--- src/rtl/tick_countdown_timer.sv ---
// -----------------------------------------------------------------------------
// tick_countdown_timer
//
// Purpose:
//   Consumer-side partner of the 1 ms tick generator. A duration (in ticks) is
//   loaded into 'remaining' and into a shadow register. Each tick pulse while
//   running takes one unit off 'remaining'. When the last unit is consumed, a
//   single-cycle 'expired' pulse is produced and the expiry event counter
//   advances.
//
// Optional feature (compile-time macro AUTO_RELOAD_EN):
//   When the macro is defined, an expiry in RUN reloads 'remaining' from the
//   shadow register and stays in RUN. This gives a periodic 'expired' pulse
//   every <shadow> ticks. When it is undefined, expiry moves to DONE.
//
// Parameters:
//   W   width of the duration / remaining value in ticks
//   CW  width of the expiry event counter (wraps modulo 2^CW)
//
// Ports:
//   clk         system clock, all state changes on the rising edge
//   rst         asynchronous reset, active low
//   tick        one-cycle tick pulse; every high cycle counts as one tick
//   load        capture load_val into remaining and shadow
//   load_val    duration in ticks
//   start       begin or resume the countdown
//   pause       freeze the countdown
//   clear       synchronous abort to IDLE (shadow is kept)
//   remaining   ticks left
//   busy        high in RUN or PAUSED
//   done        high in DONE
//   expired     one-cycle pulse when the count reaches zero
//   expire_cnt  number of expiries since reset or clear
//   state       IDLE=00, RUN=01, PAUSED=10, DONE=11
//
// Same-cycle priority: clear > load > start > pause > tick. An input that a
// state ignores is treated as absent, so it does not mask a lower-priority
// input in that state (e.g. load in RUN does not stop a tick from counting).
// -----------------------------------------------------------------------------
module tick_countdown_timer #(
  parameter int W  = 10,
  parameter int CW = 8
) (
  input  logic          clk,
  input  logic          rst,
  input  logic          tick,
  input  logic          load,
  input  logic [W-1:0]  load_val,
  input  logic          start,
  input  logic          pause,
  input  logic          clear,
  output logic [W-1:0]  remaining,
  output logic          busy,
  output logic          done,
  output logic          expired,
  output logic [CW-1:0] expire_cnt,
  output logic [1:0]    state
);

  typedef enum logic [1:0] {
    IDLE   = 2'b00,
    RUN    = 2'b01,
    PAUSED = 2'b10,
    DONE   = 2'b11
  } state_t;

  state_t          state_reg;
  logic [W-1:0]    remaining_reg;
  logic [W-1:0]    shadow_reg;
  logic            expired_reg;
  logic [CW-1:0]   expire_cnt_reg;

  // Single registered FSM. 'expired' defaults low every cycle so that any
  // branch setting it produces exactly a one-cycle pulse.
  always_ff @(posedge clk or negedge rst) begin
    if (!rst) begin
      state_reg      <= IDLE;
      remaining_reg  <= '0;
      shadow_reg     <= '0;
      expired_reg    <= 1'b0;
      expire_cnt_reg <= '0;
    end else begin
      expired_reg <= 1'b0;

      if (clear) begin
        // Abort: counters reset, shadow deliberately retained so a later
        // start from DONE can still reuse the last duration.
        state_reg      <= IDLE;
        remaining_reg  <= '0;
        expire_cnt_reg <= '0;
      end else begin
        case (state_reg)
          IDLE: begin
            if (load) begin
              remaining_reg <= load_val;
              shadow_reg    <= load_val;
            end else if (start) begin
              if (remaining_reg != '0) begin
                state_reg <= RUN;
              end else begin
                // Zero-length countdown expires immediately.
                state_reg      <= DONE;
                expired_reg    <= 1'b1;
                expire_cnt_reg <= expire_cnt_reg + CW'(1);
              end
            end
          end

          RUN: begin
            // load and start have no effect here; pause beats tick so the
            // cycle that pauses never decrements.
            if (pause) begin
              state_reg <= PAUSED;
            end else if (tick && (remaining_reg != '0)) begin
              if (remaining_reg == W'(1)) begin
                expired_reg    <= 1'b1;
                expire_cnt_reg <= expire_cnt_reg + CW'(1);
`ifdef AUTO_RELOAD_EN
                remaining_reg  <= shadow_reg;
`else
                remaining_reg  <= '0;
                state_reg      <= DONE;
`endif
              end else begin
                remaining_reg <= remaining_reg - W'(1);
              end
            end
          end

          PAUSED: begin
            if (load) begin
              remaining_reg <= load_val;
              shadow_reg    <= load_val;
            end else if (start) begin
              // The resume edge itself does not count a tick; the next one does.
              state_reg <= RUN;
            end
          end

          DONE: begin
            if (load) begin
              remaining_reg <= load_val;
              shadow_reg    <= load_val;
              state_reg     <= IDLE;
            end else if (start) begin
              if (shadow_reg == '0) begin
                // Restarting a zero duration expires again straight away.
                expired_reg    <= 1'b1;
                expire_cnt_reg <= expire_cnt_reg + CW'(1);
              end else begin
                remaining_reg <= shadow_reg;
                state_reg     <= RUN;
              end
            end
          end

          default: begin
            state_reg <= IDLE;
          end
        endcase
      end
    end
  end

  assign remaining  = remaining_reg;
  assign expired    = expired_reg;
  assign expire_cnt = expire_cnt_reg;
  assign state      = state_reg;
  assign busy       = (state_reg == RUN) || (state_reg == PAUSED);
  assign done       = (state_reg == DONE);

endmodule

--- config.mk ---
export PLATFORM = sky130hd
export DESIGN_NAME = tick_countdown_timer
export DESIGN_NICKNAME = d
export VERILOG_FILES = /design/src/rtl/tick_countdown_timer.sv
export SDC_FILE = /design/constraint.sdc
export NUM_CORES = 1
export LEC_CHECK = 0
export BUFFER_PORTS_ARGS = -buffer_cell sky130_fd_sc_hd__buf_4
export CAP_MARGIN = 20
export CELL_PAD_IN_SITES_DETAIL_PLACEMENT = 0
export CELL_PAD_IN_SITES_GLOBAL_PLACEMENT = 2
export CORE_MARGIN = 1.5
export CORE_UTILIZATION = 38
export CTS_BUF_LIST = sky130_fd_sc_hd__clkbuf_2
export DETAILED_ROUTE_END_ITERATION = 16
export GPL_TIMING_DRIVEN = 0
export PLACE_DENSITY = 0.84
export SYNTH_ARGS = -nofsm -noshare
export SYNTH_HDL_FRONTEND = slang
export SYNTH_SLANG_ARGS = --single-unit
--- constraint.sdc ---
create_clock -name clk -period 3.2 [get_ports clk]
set_clock_uncertainty 0.1 [all_clocks]
set_input_delay 0.64 -clock clk [delete_from_list [all_inputs] [get_ports clk]]
set_output_delay 0.64 -clock clk [all_outputs]
set_load 0.02 [all_outputs]
==> impl_metrics.env <==
export IMPL_p_total_mw=2.068
export IMPL_highest_layer="met4"
export IMPL_drt_met1_wl_mm=2.823
export IMPL_setup_ws_ps=666.1
export IMPL_synth_nets=259
export IMPL_fp_coreArea_sq_mm=0.005540
export IMPL_nNetsFinal=303
export IMPL_gr_total_overflow=0
export IMPL_seqCellArea_sq_um=775.7
export IMPL_ys_seq_elements=31
export IMPL_cp_max_fo=10
export IMPL_criticalPathCategory="reg -> reg"
export IMPL_whs_ps=85.80
export IMPL_syn_area_per_cell_sq_um=9.451
export IMPL_multiInputGateArea_sq_mm=0.001336
export IMPL_die_h_um=79.13
export IMPL_synth_cells=233
export IMPL_cts_buffers=5
export IMPL_hold_path_class="in -> async"
export IMPL_diodes=0
export IMPL_drt_iter0_drc=67
export IMPL_grt_pass1_vias=1996
export IMPL_cp_arrival_ps=2700
export IMPL_final_util_pct=47.00
export IMPL_first_pass_iters=4
export IMPL_end_kind="flop"
export IMPL_setup_viol=0
export IMPL_final_cell_mix="buf_4, dfrtp_1, nor2_1"
export IMPL_ctsHoldBuffers=0
export IMPL_wl_mm=5.913
export IMPL_critPathLaunchType="flop"
export IMPL_grt_usage_pct=20.29
export IMPL_ys_types=54
export IMPL_finalSetupTns_ps=0
export IMPL_vias=1977
export IMPL_drcViolationCount=0
export IMPL_dieArea_sq_mm=0.006261
export IMPL_place_area_sq_mm=0.002570
export IMPL_slew_viol_final=0
export IMPL_final_common_cell="buf_4"
export IMPL_synth_edff_count=0
export IMPL_routabilityCongestion=0.8563
export IMPL_ys_seq_area_share_pct=35.23
export IMPL_nFillCells=576
export IMPL_synthFlopType="dfrtp_1"
export IMPL_p_clk_share_pct=9.1
export IMPL_vdd_drop_max_v=0.0002792
export IMPL_die_w_um=79.13
export IMPL_rsz0062_at_grt="no"
export IMPL_pwr_share_seq_pct=33.9
export IMPL_htreeDepth=2
export IMPL_cts_resized=0
export IMPL_p_per_area_mw_per_mm2=794.3
export IMPL_worstMarginPinSlew_ps=660.7
export IMPL_rows=27
export IMPL_wl_per_cell_um=16.94
export IMPL_worstSkewPairLatency_ps=360
export IMPL_numClockSinks=31
export IMPL_max_freq_mhz=394.6
export IMPL_internal_power_mw=1.064
export IMPL_slew_headroom_pct=55.79
export IMPL_crit_chain="ha_1 -> clkinv_1 -> a311o_1 -> o21ai_0 -> buf_2 -> nor3_1 -> mux2_2"
export IMPL_clockBufferDepth=2
export IMPL_grt_max_degree=32
export IMPL_stdcell_area_sq_mm=0.002604
export IMPL_antenna_found_initial=0
export IMPL_slowest_stage="dfrtp_1"
export IMPL_critical_path_max_stage_delay_ps=480
export IMPL_area_delta_synth_final_pct=18.24
export IMPL_switching_power_mw=1.004
export IMPL_dp_slack_ps=671.8
export IMPL_status="completed"
export IMPL_route_met2_wl_mm=2.804
export IMPL_sw_frac_of_total_pct=48.56
export IMPL_drive_gt1_share_pct=28.16
export IMPL_final_cells=349
export IMPL_ios=40
export IMPL_cts_tree="done"
export IMPL_initial_utilization_pct=39.75
export IMPL_finalCritPeriodShare_pct=79.19
export IMPL_yosys_warnings=0
export IMPL_p_leak_nw=1.142
export IMPL_synth_area_sq_mm=0.002202
export IMPL_place_hpwl_mm=4.276
export IMPL_pwr_share_comb_pct=57.0
export IMPL_fin_crit_ps=2534
export IMPL_worstPathRequired_ps=3360
export IMPL_viasPerCell=5.665
export IMPL_port_buffers=37
export IMPL_path_clk_slew_ps=180
export IMPL_placedCellCount=342
export IMPL_maxCapViolCount=0
export IMPL_ant_nets=0
export IMPL_finalHoldViolCount=0
export IMPL_async_flop_share_pct=100.0
export IMPL_wl_met3_um=194
export IMPL_root_buffer="clkbuf_2"
export IMPL_cts_setup_buffers=0
export IMPL_grt_pass1_wl_mm=9.756
-- power by group through the flow --
stage	clock [mW]	sequential (mW)	combinational [mW]
finish	0.188	0.701	1.18
detailed placement	0	0.709	1.18
CTS	0.199	0.701	1.18
global placement	0	0.705	1.18
global route	0.214	0.724	1.31
floorplan	0	0.757	0.733
-- cell families (layout without fill, tap and decap cells) --
logic type	Yosys count	count (layout)	synth area share [%]
and+or+nand+nor	89	89	22.50
muxes	28	28	13.81
adders and majority gates	9	9	5.114
AOI/OAI and AO/OA	54	54	19.26
DFF	31	31	35.23
buffers and inverters	22	66	4.091
-- cell type report --
class                      count  share of cell area (%)
timing repair buffer          37                   10.67
clock inverter                 2                  0.3364
tap                           72                   3.460
clock buffer                   5                  0.9611
inverter                      11                   1.586
multi-input combinational    180                   51.32
sequential                    31                   29.79
buffer                        11                   1.874
-- routing by layer --
layer	vias up	track usage [%]
met5	-	0
met2	44	33.93
met3	9	3.448
met1	957	26.69
met4	0	6.140
li1	967	-
-- critical path, delay by kind of cell (launching register included) --
family	cells	cell delay, ps
multiplexers	1	290
AO/OA/AOI/OAI	2	530
flip-flops	1	480
adder cells (fa/ha/maj)	1	360
buffers and inverters	2	600
AND/OR/NAND/NOR	1	80
-- cells in the mapped netlist (2+ instances only) --
library cell  count  area (sq um)
a21oi_1           4         20.02
a22o_1            2         17.52
a22oi_1           2         15.01
a32oi_1           4         35.03
and2_1            3         18.77
buf_2             6         30.03
clkbuf_1          5         18.77
dfrtp_1          31         775.7
ha_1              9         112.6
inv_1             9         33.78
mux2_2           19         214.0
mux2i_1           9         90.09
nand2_1          10         37.54
nand2b_1         10         62.56
nand3_1           9         45.04
nand4_1           2         12.51
nor2_1           22         82.58
nor2b_1           7         43.79
nor3_1            6         30.03
nor3b_1           3         22.52
nor4_1            4         25.02
o211ai_1          2         15.01
o21ai_0           8         40.04
o221ai_1          8         70.07
o2bb2ai_1         6         52.55
o31ai_1           2         15.01
o41ai_1           2         17.52
or3_1             2         12.51
or4_1             2         15.01
-- path summary, 6_finish.rpt --
check	from	endpoint	slack (ps)	cells after the start
max	state[0]$_DFFE_PN0P_	expire_cnt[3]$_DFFE_PN0P_	670	7
min	rst	remaining[4]$_DFFE_PN0P_	90	1
max reg2reg	state[0]$_DFFE_PN0P_	expire_cnt[3]$_DFFE_PN0P_	670	7
min reg2reg	shadow_reg[1]$_DFFE_PN0P_	shadow_reg[1]$_DFFE_PN0P_	460	1
max in group asynchronous	rst	expire_cnt[7]$_DFFE_PN0P_	2610	1
min in group clk	load_val[1]	shadow_reg[1]$_DFFE_PN0P_	430	2
(Power assumes the default switching activity.)
